===== src/rtl/data_io_pkg.sv =====
// Shared definitions for the data_io sequencer: FSM state encoding,
// data_io word parity codes, word field positions and a word builder.
package data_io_pkg;

    // Sequencer FSM states
    typedef enum logic [2:0] {
        ST_IDLE = 3'd0,
        ST_LSB  = 3'd1,
        ST_MSB  = 3'd2,
        ST_REST = 3'd3,
        ST_WAIT = 3'd4,
        ST_DONE = 3'd5
    } seq_state_e;

    // Parity codes: consecutive writes always carry a different code,
    // so data_io recognises each one as a new word.
    localparam logic [1:0] PAR_LSB  = 2'b11;
    localparam logic [1:0] PAR_MSB  = 2'b10;
    localparam logic [1:0] PAR_IDLE = 2'b00;

    // data_io_in word layout
    localparam int WORD_W = 16;
    localparam int OPC_HI = 15;
    localparam int OPC_LO = 14;
    localparam int RSV_HI = 13;
    localparam int RSV_LO = 12;
    localparam int PAR_HI = 11;
    localparam int PAR_LO = 10;
    localparam int PAY_HI = 9;
    localparam int PAY_LO = 0;

    // Command / response widths and data_io_out field positions
    localparam int OPERAND_W = 19;
    localparam int RESULT_W  = 7;
    localparam int STATUS_W  = 2;
    localparam int RES_HI    = 6;
    localparam int RES_LO    = 0;
    localparam int STS_HI    = 8;
    localparam int STS_LO    = 7;

    // Assemble one data_io_in word from its fields; reserved bits stay zero
    function automatic logic [WORD_W-1:0] build_word(
        input logic [1:0] opc,
        input logic [1:0] par,
        input logic [9:0] payload
    );
        logic [WORD_W-1:0] w;
        w                = 16'h0000;
        w[OPC_HI:OPC_LO] = opc;
        w[RSV_HI:RSV_LO] = 2'b00;
        w[PAR_HI:PAR_LO] = par;
        w[PAY_HI:PAY_LO] = payload;
        return w;
    endfunction

endpackage


===== src/rtl/data_io_sequencer.sv =====
// data_io_sequencer: takes one command at a time, writes it to a data_io
// block as LSB / MSB / REST words, waits RESULT_WAIT cycles, captures the
// response and holds it until the requester accepts it.
// Optional feature macro: DATA_IO_SEQ_SKIP_LSB_EN -- skip the LSB write when
// the low operand half equals the value data_io already holds.
module data_io_sequencer
    import data_io_pkg::*;
#(
    parameter int unsigned RESULT_WAIT = 32'd4
) (
    input  logic                 clk,
    input  logic                 rstn,
    input  logic                 cmd_valid,
    output logic                 cmd_ready,
    input  logic [1:0]           cmd_opcode,
    input  logic [OPERAND_W-1:0] cmd_operand,
    output logic                 rsp_valid,
    input  logic                 rsp_ready,
    output logic [RESULT_W-1:0]  rsp_result,
    output logic [STATUS_W-1:0]  rsp_status,
    output logic [WORD_W-1:0]    io_data_in,
    input  logic [WORD_W-1:0]    io_data_out,
    output logic                 busy
);

    localparam logic [7:0] WAIT_INIT = 8'(RESULT_WAIT);

    seq_state_e                 state_r;
    seq_state_e                 next_state_s;
    logic [1:0]                 opcode_r;
    logic [OPERAND_W-1:0]       operand_r;
    logic [1:0]                 opc_sel_s;
    logic [OPERAND_W-1:0]       opd_sel_s;
    logic [7:0]                 cnt_r;
    logic                       wait_last_s;
    logic                       accept_s;
    logic                       sample_s;
    logic                       skip_lsb_s;
    logic [WORD_W-1:0]          io_word_s;
    logic [WORD_W-1:0]          io_data_in_r;
    logic                       busy_r;
    logic                       cmd_ready_r;
    logic                       rsp_valid_r;
    logic [RESULT_W-1:0]        rsp_result_r;
    logic [STATUS_W-1:0]        rsp_status_r;
    logic                       io_hi_unused_s;

    // Upper data_io_out bits carry no information
    assign io_hi_unused_s = ^io_data_out[WORD_W-1:STS_HI+1];

    assign accept_s    = (state_r == ST_IDLE) && cmd_valid;
    assign wait_last_s = (cnt_r <= 8'd1);
    assign sample_s    = (state_r == ST_WAIT) && wait_last_s;

`ifdef DATA_IO_SEQ_SKIP_LSB_EN
    logic [PAY_HI:PAY_LO] last_lsb_r;
    logic                 lsb_known_r;

    // Track the low half held in data_io; its accumulator clears on the same reset
    always_ff @(posedge clk) begin
        if (!rstn) begin
            last_lsb_r  <= 10'h000;
            lsb_known_r <= 1'b1;
        end else if (state_r == ST_LSB) begin
            last_lsb_r  <= operand_r[PAY_HI:PAY_LO];
            lsb_known_r <= 1'b1;
        end else begin
            last_lsb_r  <= last_lsb_r;
            lsb_known_r <= lsb_known_r;
        end
    end

    assign skip_lsb_s = lsb_known_r && (cmd_operand[PAY_HI:PAY_LO] == last_lsb_r);
`else
    assign skip_lsb_s = 1'b0;
`endif

    // While idle the word being built comes from the live command inputs
    always_comb begin
        opc_sel_s = opcode_r;
        opd_sel_s = operand_r;
        if (state_r == ST_IDLE) begin
            opc_sel_s = cmd_opcode;
            opd_sel_s = cmd_operand;
        end else begin
            opc_sel_s = opcode_r;
            opd_sel_s = operand_r;
        end
    end

    // FSM state register
    always_ff @(posedge clk) begin
        if (!rstn) begin
            state_r <= ST_IDLE;
        end else begin
            state_r <= next_state_s;
        end
    end

    // FSM next-state logic
    always_comb begin
        next_state_s = state_r;
        case (state_r)
            ST_IDLE: begin
                if (accept_s) begin
                    if (skip_lsb_s) begin
                        next_state_s = ST_MSB;
                    end else begin
                        next_state_s = ST_LSB;
                    end
                end else begin
                    next_state_s = ST_IDLE;
                end
            end
            ST_LSB:  next_state_s = ST_MSB;
            ST_MSB:  next_state_s = ST_REST;
            ST_REST: next_state_s = ST_WAIT;
            ST_WAIT: begin
                if (wait_last_s) begin
                    next_state_s = ST_DONE;
                end else begin
                    next_state_s = ST_WAIT;
                end
            end
            ST_DONE: begin
                if (rsp_ready) begin
                    next_state_s = ST_IDLE;
                end else begin
                    next_state_s = ST_DONE;
                end
            end
            default: next_state_s = ST_IDLE;
        endcase
    end

    // FSM output logic: the word data_io sees during the upcoming state
    always_comb begin
        io_word_s = 16'h0000;
        case (next_state_s)
            ST_IDLE: io_word_s = 16'h0000;
            ST_LSB:  io_word_s = build_word(2'b00, PAR_LSB, opd_sel_s[PAY_HI:PAY_LO]);
            ST_MSB:  io_word_s = build_word(opc_sel_s, PAR_MSB,
                                            {1'b0, opd_sel_s[OPERAND_W-1:PAY_HI+1]});
            ST_REST: io_word_s = build_word(opc_sel_s, PAR_IDLE, 10'h000);
            ST_WAIT: io_word_s = build_word(opc_sel_s, PAR_IDLE, 10'h000);
            ST_DONE: io_word_s = 16'h0000;
            default: io_word_s = 16'h0000;
        endcase
    end

    // Capture the accepted command for the rest of the sequence
    always_ff @(posedge clk) begin
        if (!rstn) begin
            opcode_r  <= 2'b00;
            operand_r <= 19'h0_0000;
        end else if (accept_s) begin
            opcode_r  <= cmd_opcode;
            operand_r <= cmd_operand;
        end else begin
            opcode_r  <= opcode_r;
            operand_r <= operand_r;
        end
    end

    // Result wait counter: loaded in REST, counts down through WAIT
    always_ff @(posedge clk) begin
        if (!rstn) begin
            cnt_r <= 8'd0;
        end else if (state_r == ST_REST) begin
            cnt_r <= WAIT_INIT;
        end else if ((state_r == ST_WAIT) && (cnt_r != 8'd0)) begin
            cnt_r <= cnt_r - 8'd1;
        end else begin
            cnt_r <= cnt_r;
        end
    end

    // Sample the data_io response in the last WAIT cycle and hold it
    always_ff @(posedge clk) begin
        if (!rstn) begin
            rsp_result_r <= 7'h00;
            rsp_status_r <= 2'b00;
        end else if (sample_s) begin
            rsp_result_r <= io_data_out[RES_HI:RES_LO];
            rsp_status_r <= io_data_out[STS_HI:STS_LO];
        end else begin
            rsp_result_r <= rsp_result_r;
            rsp_status_r <= rsp_status_r;
        end
    end

    // Registered handshake, status and data_io word outputs
    always_ff @(posedge clk) begin
        if (!rstn) begin
            io_data_in_r <= 16'h0000;
            busy_r       <= 1'b0;
            cmd_ready_r  <= 1'b1;
            rsp_valid_r  <= 1'b0;
        end else begin
            io_data_in_r <= io_word_s;
            busy_r       <= (next_state_s != ST_IDLE);
            cmd_ready_r  <= (next_state_s == ST_IDLE);
            rsp_valid_r  <= (next_state_s == ST_DONE);
        end
    end

    assign io_data_in = io_data_in_r;
    assign busy       = busy_r;
    assign cmd_ready  = cmd_ready_r;
    assign rsp_valid  = rsp_valid_r;
    assign rsp_result = rsp_result_r;
    assign rsp_status = rsp_status_r;

endmodule


===== config.mk =====
export PLATFORM = sky130hd
export DESIGN_NAME = data_io_sequencer
export DESIGN_NICKNAME = d
export VERILOG_FILES = /design/src/rtl/data_io_pkg.sv /design/src/rtl/data_io_sequencer.sv
export SDC_FILE = /design/constraint.sdc
export NUM_CORES = 1
export LEC_CHECK = 0
export ABC_AREA = 1
export BUFFER_PORTS_ARGS = -buffer_cell sky130_fd_sc_hd__buf_2
export CORE_ASPECT_RATIO = 0.9
export CORE_UTILIZATION = 30
export CTS_BUF_LIST = sky130_fd_sc_hd__clkbuf_4 sky130_fd_sc_hd__clkbuf_8
export CTS_CLUSTER_SIZE = 20
export DETAILED_ROUTE_END_ITERATION = 12
export GPL_ROUTABILITY_DRIVEN = 0
export PLACE_DENSITY_LB_ADDON = 0.08
export SYNTH_ARGS = -nofsm -noshare
export SYNTH_HDL_FRONTEND = slang
export SYNTH_SLANG_ARGS = --single-unit

===== constraint.sdc =====
create_clock -name clk -period 1.32 [get_ports clk]
set_input_delay 0.132 -clock clk [delete_from_list [all_inputs] [get_ports clk]]
set_output_delay 0.132 -clock clk [all_outputs]
set_load 0.05 [all_outputs]

======== After elaboration in Yosys (flattened, before gate mapping) ========
Cells that the tools add are included.
word-level totals
  input port bits ......................... 41
  bits in registers ....................... 60
  logic and storage cells ................. 43
  output and inout bits ................... 28
operators by class
  bitwise gates (word level) .............. 1
  mux-type cells .......................... 9
  equal/unequal tests ..................... 10
  add/sub/neg operators ................... 1
  reduce and logical (&&, ||, !) cells .... 10
  order comparisons ....................... 1
operators with widths
  cell                   number
  $pmux W16 S3           1
  $mux W19               1
  $pmux W3 S6            1
  $eq A3 B2 Y1 const B   4
  $eq A3 B3 Y1 const B   4
  $mux W3                3
  $le A8 B1 Y1 const B   1
  $reduce_bool A8 Y1     1
  $sub A8 B1 Y8 const B  1
  $eq A3 B1 Y1 const B   2
  $logic_not A3 Y1       2
  $reduce_or A2 Y1       2
  $logic_and A1 B1 Y1    3
  $reduce_bool A3 Y1     1
  $mux W1                2
  $mux W2                1
  $reduce_bool A2 Y1     1
  $not A1 Y1             1

======== Longest topological paths before layout ========
Gate-level depths: netlist of run 1.
  word-level depth ........................ 7
  depth in mapped cells ................... 10
  gate-level depth less buffers ........... 10

======== Worst setup path after synthesis of run 1 ========
Ideal clock, no wire load.
  path type ............................... flip-flop to flip-flop
  start ................................... register cnt_r[0]
  end ..................................... register rsp_result_r[0], in the netlist rsp_result[0]
  clock period less this slack ............ 1.380 ns
  stages on the path, launching flop included .. 9
  path slack .............................. -0.060 ns
  data arrival time ....................... 1.264 ns
  data required time ...................... 1.204 ns
  buffers on the path ..................... 1
  setup time .............................. 0.116 ns
  path through ............................ dfxtp_1 > inv_1 > ha_1 > nor2_1 > nor2_1 > nand3_4 > buf_6 > o21ai_0 > nor2_1
on the way
  longest elaborated chain between the ends .. 2
RTL lines
  item                      line                      source
  start: declaration        data_io_sequencer.sv:34   logic [7:0] cnt_r;
  start signal: assignment  data_io_sequencer.sv:172  cnt_r <= cnt_r - 8'd1;
  start signal: assignment  data_io_sequencer.sv:174  cnt_r <= cnt_r;
  $le A8 B1 Y1              data_io_sequencer.sv:52   assign wait_last_s = (cnt_r <= 8'd1);
  $logic_and A1 B1 Y1       data_io_sequencer.sv:53   assign sample_s = (state_r == ST_WAIT) && wait_last_s;
  end signal: assignment    data_io_sequencer.sv:184  rsp_result_r <= io_data_out[RES_HI:RES_LO];
  end signal: assignment    data_io_sequencer.sv:187  rsp_result_r <= rsp_result_r;
  end: declaration          data_io_sequencer.sv:44   logic [RESULT_W-1:0] rsp_result_r;
Every way passes these cells.
A chain may end at the register's enable or synchronous reset.

======== Final worst setup path of run 1 ========
  start ................................... register cnt_r[0]
  end ..................................... register cnt_r[6]
on the way
  longest elaborated chain between the ends .. 2
  elaborated cells on any way between the ends .. 3
  those cells by class .................... add/sub (1); reduce/logical (2)
RTL lines
  item
  parallel branches: the longest is 2 deep, another holds $sub A8 B1 Y8
Parallel ways; which one is timed is not known.

==> impl_metrics.csv, run 1 <==
group,metric,value,unit
hold_path,hold_path.class,"in -> reg",
sta,rsz0062_at_grt,"true",
pwr,leakage,0.00137,µW
global_route,overflow,0,
clocking,clock_sinks,48,
critical_path,crit_fanout,3,
clocking,cts_tree,"built",
placed_design,dpl.cell_count,451,
global_route,grt_max_degree,25,
critical_path,critical-path-top-delay-family,"flip-flops",
hold_path,min_delay_worst_endpoint,"rsp_result[3]",
layout,syn_to_final_growth,33.9,%
clocking,clk_latency,0.30,ns
global_route,track_usage,14.5,%
detailed_routing,first_iter_violations,114,
synth,ys.flop_type,"dfxtp_1",
run,max_cap_violations,0,
clocking,path_clk_slew,0.10,ns
detailed_routing,firstDrtPassIters,4,
critical_path,worst_setup_path_start_kind,"flip-flop",
detailed_routing,post_drt_wl_per_cell,11.7,µm
sta,hold_viol,0,
critical_path,crit_type,"reg -> reg",
synth,synthCells,299,
layout,final_nets,414,
placed_design,port-buffer-count,59,
critical_path,crit_required,1.55,ns
detailed_routing,finalWirelength,5390,µm
critical_path,cpPeakStageDelay,0.38,ns
floorplan,rows,28,
global_route,grt_pass1_wl,8580,µm
placed_design,post_dp_cell_area,0.00263,mm²
detailed_routing,viasPerCell,4.47,
critical_path,regToRegEndpoint,"cnt_r[6]",
layout,final_cell_mix,"buf_2, nand2_1, dfxtp_1, nor2_1, a21oi_1",
clocking,htreeDepth,2,
critical_path,reg2reg_slack,0.01,ns
critical_path,reg2reg_from,"cnt_r[0]",
sta,period_needed,1.31,ns
layout,instances_no_fill,462,
sta,finalMaxSlewViolations,0,
clocking,clock_path_buffers,2,
layout,final_common_cell,"buf_2",
clocking,numCtsBuffers,5,
detailed_routing,detail-route-antenna-nets,0,
floorplan,die_x,91.5,µm
layout,antenna_cells,0,
synth,syn_area_per_cell,7.24,µm²
critical_path,crit_path_end_kind,"flip-flop",
sta,setup_violations,0,
critical_path,reg2regPathDepth,9,
floorplan,start_util,32.0,%
status,status,"finished, final reports clean",
synth,synth_area,0.00216,mm²
pwr,power_density,1250,mW/mm²
critical_path,crit_arrival,1.54,ns
synth,yosys-top-cells-area,"dfxtp_1, nand2_1, a21oi_1",
synth,synthArstFlopShare,0,%
sta,whs,0.0545,ns
placed_design,dp_hpwl,3770,µm
hold_path,whs_path_depth,3,
layout,drive_above_1_share,34.9,%
floorplan,dieArea,0.00756,mm²
synth,synth-edff-count,0,
floorplan,core_area,0.00676,mm²
floorplan,die_y,82.6,µm
detailed_routing,vias,2067,
sta,fmax,764,MHz
sta,period_share,99.2,%
sta,skew,0.00914,ns
clocking,cts_root_buf,"clkbuf_8",
synth,synth.top_cell.area_share,44.4,%
critical_path,path_cells,"inv_4 -> ha_4 -> inv_2 -> nor2_4 -> buf_4 -> inv_1 -> nor2_2 -> nand3_1 -> a21oi_1",
sta,fin_tns_setup,0,ns
pwr,power.total,3630,µW
synth,synth_cell_types,30,
synth,ys_warn_count,0,
floorplan,io_pins,69,
pwr,ir_drop,0.424,mV
global_route,first_global_vias,1761,
synth,ys_seq_area_share,44.4,%
detailed_routing,drc,0,
synth,synth.largest_area_cell,"dfxtp_1",
hold_path,hp-start,"io_data_out[3]",
critical_path,cp_num_buf_inv,4,
layout,final_area,0.00290,mm²
global_route,grt_antenna_before_repair,0,
critical_path,critPathSlowestCell,"dfxtp_4",
synth,synth-seq-cells,48,
==> cell families (layout without fill, tap and decap cells) <==
| group | after synthesis | in the layout | share of synthesized area (%) |
|---|---|---|---|
| other cells | 1 | 2 | 0.173 |
| fa+ha+maj | 2 | 2 | 1.16 |
| flops | 48 | 48 | 44.4 |
| buf+inv | 51 | 123 | 10.6 |
| simple gates | 139 | 139 | 29.7 |
| xor+xnor | 3 | 3 | 1.21 |
| compound gates | 55 | 55 | 12.8 |
==> state kept, by name (all words and copies together), names as in the netlist <==
register    count
rsp_valid       1
cmd_ready       1
io_data_in     14
busy            1
rsp_status      2
opcode_r        2
operand_r       9
state_r         3
rsp_result      7
cnt_r           8
==> metrics by stage <==
stage | util (%) | worst slack, ns
global placement | 38.9 | -0.0719
finish | 42.9 | 0.0106
global route | 42.9 | -0.0905
detailed placement | 38.9 | -0.104
CTS | 41.0 | -0.00989
floorplan | - | 0.00307
==> timing repair <==
action | CTS | global route
buffers inserted | 1 | 2
hold buffers | 0 | 0
pin swaps | 2 | 12
setup endpoints to repair | 21 | 34
gates resized for setup | 8 | 39
==> cell usage after synthesis, drive strengths merged (2+ instances only) <==
cell type and number:
nand2 65, dfxtp 48, nor2 39, inv 33, a21oi 32, o21ai 22
nand3 18, buf 13, nand4 13, clkbuf 4, xor2 3, ha 2
nand3b 2
==> power by group <==
group | internal [µW] | total [µW] | switching (µW)
Combinational | 331 | 1060 | 728
Clock | 425 | 944 | 519
Sequential | 1580 | 1630 | 53.4
==> worst min-delay path, delay by kind of cell <==
| family | cells | cell delay, ns |
|---|---|---|
| buffers and inverters | 1 | 0.07 |
| AOI/OAI and AO/OA | 1 | 0.05 |
| and+or+nand+nor | 1 | 0.07 |
==> cell type report <==
| class | count | area (µm²) |
|---|---|---|
| Fill cell | 728 | 3860 |
| Multi-Input combinational cell | 201 | 1090 |
| Sequential cell | 48 | 968 |
| Timing Repair Buffer | 81 | 493 |
| Inverter | 34 | 141 |
| Tap cell | 90 | 113 |
| Clock buffer | 6 | 82.6 |
| Clock inverter | 2 | 15.0 |
==> layer usage <==
layer / wire length (µm) / share of wire, % / vias up / GRT usage (%)
met1: 2760 / 51 / 923 / 21.1
li1: - / - / 1099 / -
met3: 283 / 5.3 / 4 / 3.02
met5: 0 / 0 / - / 0
met4: 40 / 0.74 / 0 / 4.29
met2: 2300 / 43 / 41 / 21.3
==> worst max path at each step <==
| stage | start | endpoint | cells past startpoint |
|---|---|---|---|
| after floorplan | cnt_r[0] | rsp_result[0] | 8 |
| after global placement | cnt_r[0] | rsp_result[6] | 8 |
| after detailed placement | cnt_r[0] | rsp_status[0] | 8 |
| after CTS | cnt_r[0] | rsp_status[1] | 8 |
| after global routing | cnt_r[0] | busy | 9 |
| final | cnt_r[0] | cnt_r[6] | 9 |
No activity file was read; power rests on OpenSTA's default activity.
==> run 2, diff against run 1 <==
ABC_AREA = not set   (was 1)
==> impl_metrics.csv, run 2 <==
group,metric,value,unit
clocking,clk_latency,0.30,ns
placed_design,post_dp_cell_area,0.00264,mm²
layout,final_common_cell,"buf_2",
sta,setup_violations,33,
layout,drive_above_1_share,49.1,%
global_route,grt_max_degree,19,
detailed_routing,detail-route-antenna-nets,0,
floorplan,dieArea,0.00725,mm²
sta,whs,0.0537,ns
synth,synth_top_family_by_area,"simple AND/OR/NAND/NOR gates",
synth,synth.largest_area_cell,"dfxtp_1",
global_route,first_global_vias,1848,
layout,fillers,663,
critical_path,critical-path-top-delay-family,"simple AND/OR/NAND/NOR gates",
detailed_routing,first_iter_violations,58,
synth,synth_area,0.00207,mm²
layout,largest_register_ffs,14,
status,failed_checks,"negative setup slack",
synth,synthCells,236,
sta,skew,0.00741,ns
synth,synth-compound-area-share,14.8,%
run,max_cap_violations,0,
detailed_routing,finalWirelength,5540,µm
critical_path,crit_required,1.57,ns
floorplan,core_area,0.00662,mm²
critical_path,worstSetupPathDepth,5,
synth,synth.top_cell.area_share,46.3,%
pwr,ir_drop,0.473,mV
critical_path,reg2reg_from,"cnt_r[0]",
clocking,path_clk_slew,0.09,ns
sta,rsz0062_at_grt,"true",
hold_path,hp-start,"cmd_operand[4]",
detailed_routing,viasPerCell,4.61,
sta,period_needed,1.55,ns
critical_path,crit_type,"reg -> reg",
pwr,power_density,1120,mW/mm²
synth,synthMuxAreaShare,6.27,%
clocking,ctsHoldBuffers,0,
detailed_routing,drc,0,
sta,setup_slack,-0.227,ns
sta,period_share,117,%
floorplan,die_y,80.9,µm
clocking,clock_path_buffers,2,
critical_path,startpoint,"cnt_r[0]",
layout,final_nets,366,
layout,final_cell_mix,"buf_2, nand2_1, dfxtp_1, buf_4, a21boi_1",
global_route,grt_antenna_before_repair,0,
synth,synth_cell_types,43,
clocking,htreeDepth,2,
synth,yosys-top-cells-area,"dfxtp_1, nand2_1, a21boi_0",
sta,finalMaxSlewViolations,0,
critical_path,cpPeakStageDelay,0.42,ns
critical_path,worst_setup_path_start_kind,"flip-flop",
placed_design,port-buffer-count,59,
global_route,track_usage,16.3,%
global_route,overflow,0,
synth,synth_commonest_cells,"nand2_1, dfxtp_1, a21boi_0, clkbuf_1, mux2i_1",
critical_path,crit_arrival,1.79,ns
synth,synthArstFlopShare,0,%
synth,ys_warn_count,0,
synth,synth_xor_area_share,0.422,%
sta,slew_headroom,67.3,%
clocking,cts_root_buf,"clkbuf_8",
synth,synth-simple-area-share,25.9,%
synth,syn_area_per_cell,8.79,µm²
critical_path,reg2regPathDepth,5,
synth,ys.flop_type,"dfxtp_1",
layout,antenna_cells,0,
critical_path,crit_path_end_kind,"flip-flop",
detailed_routing,firstDrtPassIters,4,
synth,yosysMostFrequentCell,"nand2_1",
global_route,grt_pass1_wl,8960,µm
floorplan,start_util,31.3,%
critical_path,crit_fanout,3,
critical_path,critPathSlowestCell,"or4_4",
layout,final_area,0.00310,mm²
detailed_routing,post_drt_wl_per_cell,13.4,µm
synth,ys_seq_area_share,46.3,%
synth,synth-seq-cells,48,
status,status,"finished with violations",
floorplan,io_pins,69,
layout,syn_to_final_growth,49.6,%
floorplan,die_x,89.7,µm
sta,worst_pin_slew,0.484,ns
detailed_routing,vias,1907,
synth,synth-edff-count,0,
critical_path,cp_num_buf_inv,1,
synth,synthAdderAreaFrac,1.21,%
placed_design,dp_hpwl,3490,µm
floorplan,rows,28,
clocking,clock_sinks,48,
hold_path,whs_path_depth,3,
hold_path,hold_path.class,"in -> reg",
clocking,cts_tree,"built",
pwr,leakage,0.00137,µW
sta,fmax,646,MHz
sta,hold_viol,0,
clocking,numCtsBuffers,5,
critical_path,path_cells,"inv_4 -> ha_4 -> or3b_4 -> or4_4 -> a21oi_2",
==> run 2: cell types whose count changed in the layout (fill, tap and decap cells not counted), moves of 6 or more <==
cell / before / now
o21ai_0: 16 / 4
nor2_4: 6 / 0
a21oi_1: 29 / 0
buf_6: 2 / 9
nand4_1: 13 / 0
a21boi_1: 0 / 16
nand3_1: 16 / 6
nor2_1: 30 / 2
inv_1: 23 / 2
mux2i_1: 0 / 13
==> run 2: logic make-up (layout without fill, tap and decap cells) <==
logic type,Yosys count,in the layout
xor gates and xnor gates,1,1
and+or+nand+nor,105,107
muxes,13,13
other,1,2
AOI/OAI and AO/OA,43,43
adders and majority gates,2,2
buffers and inverters,23,108
DFF,48,48
==> run 2: path summary, 6_finish.rpt <==
check	endpoint	slack [ns]
worst max-delay path	cnt_r[4]	-0.23
worst min-delay path	io_data_in[4]	0.05
worst max register to register	cnt_r[4]	-0.23
worst min register to register	io_data_in[15]	0.45
==> run 2: final cells by class <==
type	count	area (µm²)	share of cell area (%)
Inverter	4	17.5	0.565
Sequential cell	48	970	31.2
Clock buffer	8	97.6	3.15
Tap cell	90	113	3.63
Multi-Input combinational cell	168	1250	40.3
Timing Repair Buffer	96	654	21.1
==> run 2: worst reg2reg max path, stage by stage, from the launching register on <==
cell and delay, ns:
dfxtp_4 0.37, inv_4 0.06, ha_4 0.13, or3b_4 0.39
or4_4 0.42, a21oi_2 0.12
==> run 2: power by group <==
part           switching (µW)  total [µW]  internal (µW)
clock                     493         963            470
combinational             526         938            412
sequential               41.8        1580           1540
total                    1060        3480           2420
==> run 2: routing by layer <==
layer / track usage [%] / part of all wire (%) / up-vias
li1: - / - / 982
met1: 21.7 / 49 / 865
met2: 25.9 / 44 / 52
met3: 3.66 / 5.3 / 8
met4: 5.71 / 1.4 / 0
met5: 0 / 0 / -
==> run 2: per-stage QoR <==
step           setup TNS (ns)  utilization (%)  setup WS [ns]  total power, µW  cells
2_1_floorplan           -1.23                -         -0.135             2090    237
3_3_place_gp            -2.46             39.9         -0.168             2300    391
3_5_place_dp            -2.85             39.9         -0.187             2300    391
4_1_cts                 -2.19             44.9         -0.205             3460    410
5_1_grt                 -5.04             46.9         -0.270             3680    414
6_report                -2.33             46.9         -0.227             3480    414
==> run 2: timing repair <==
| item | in CTS | in global routing |
|---|---|---|
| cloned | 4 | 0 |
| pin swaps | 35 | 21 |
| endpoints found under the setup margin | 33 | 45 |
| setup buffers | 8 | 4 |
| resized for setup | 59 | 29 |
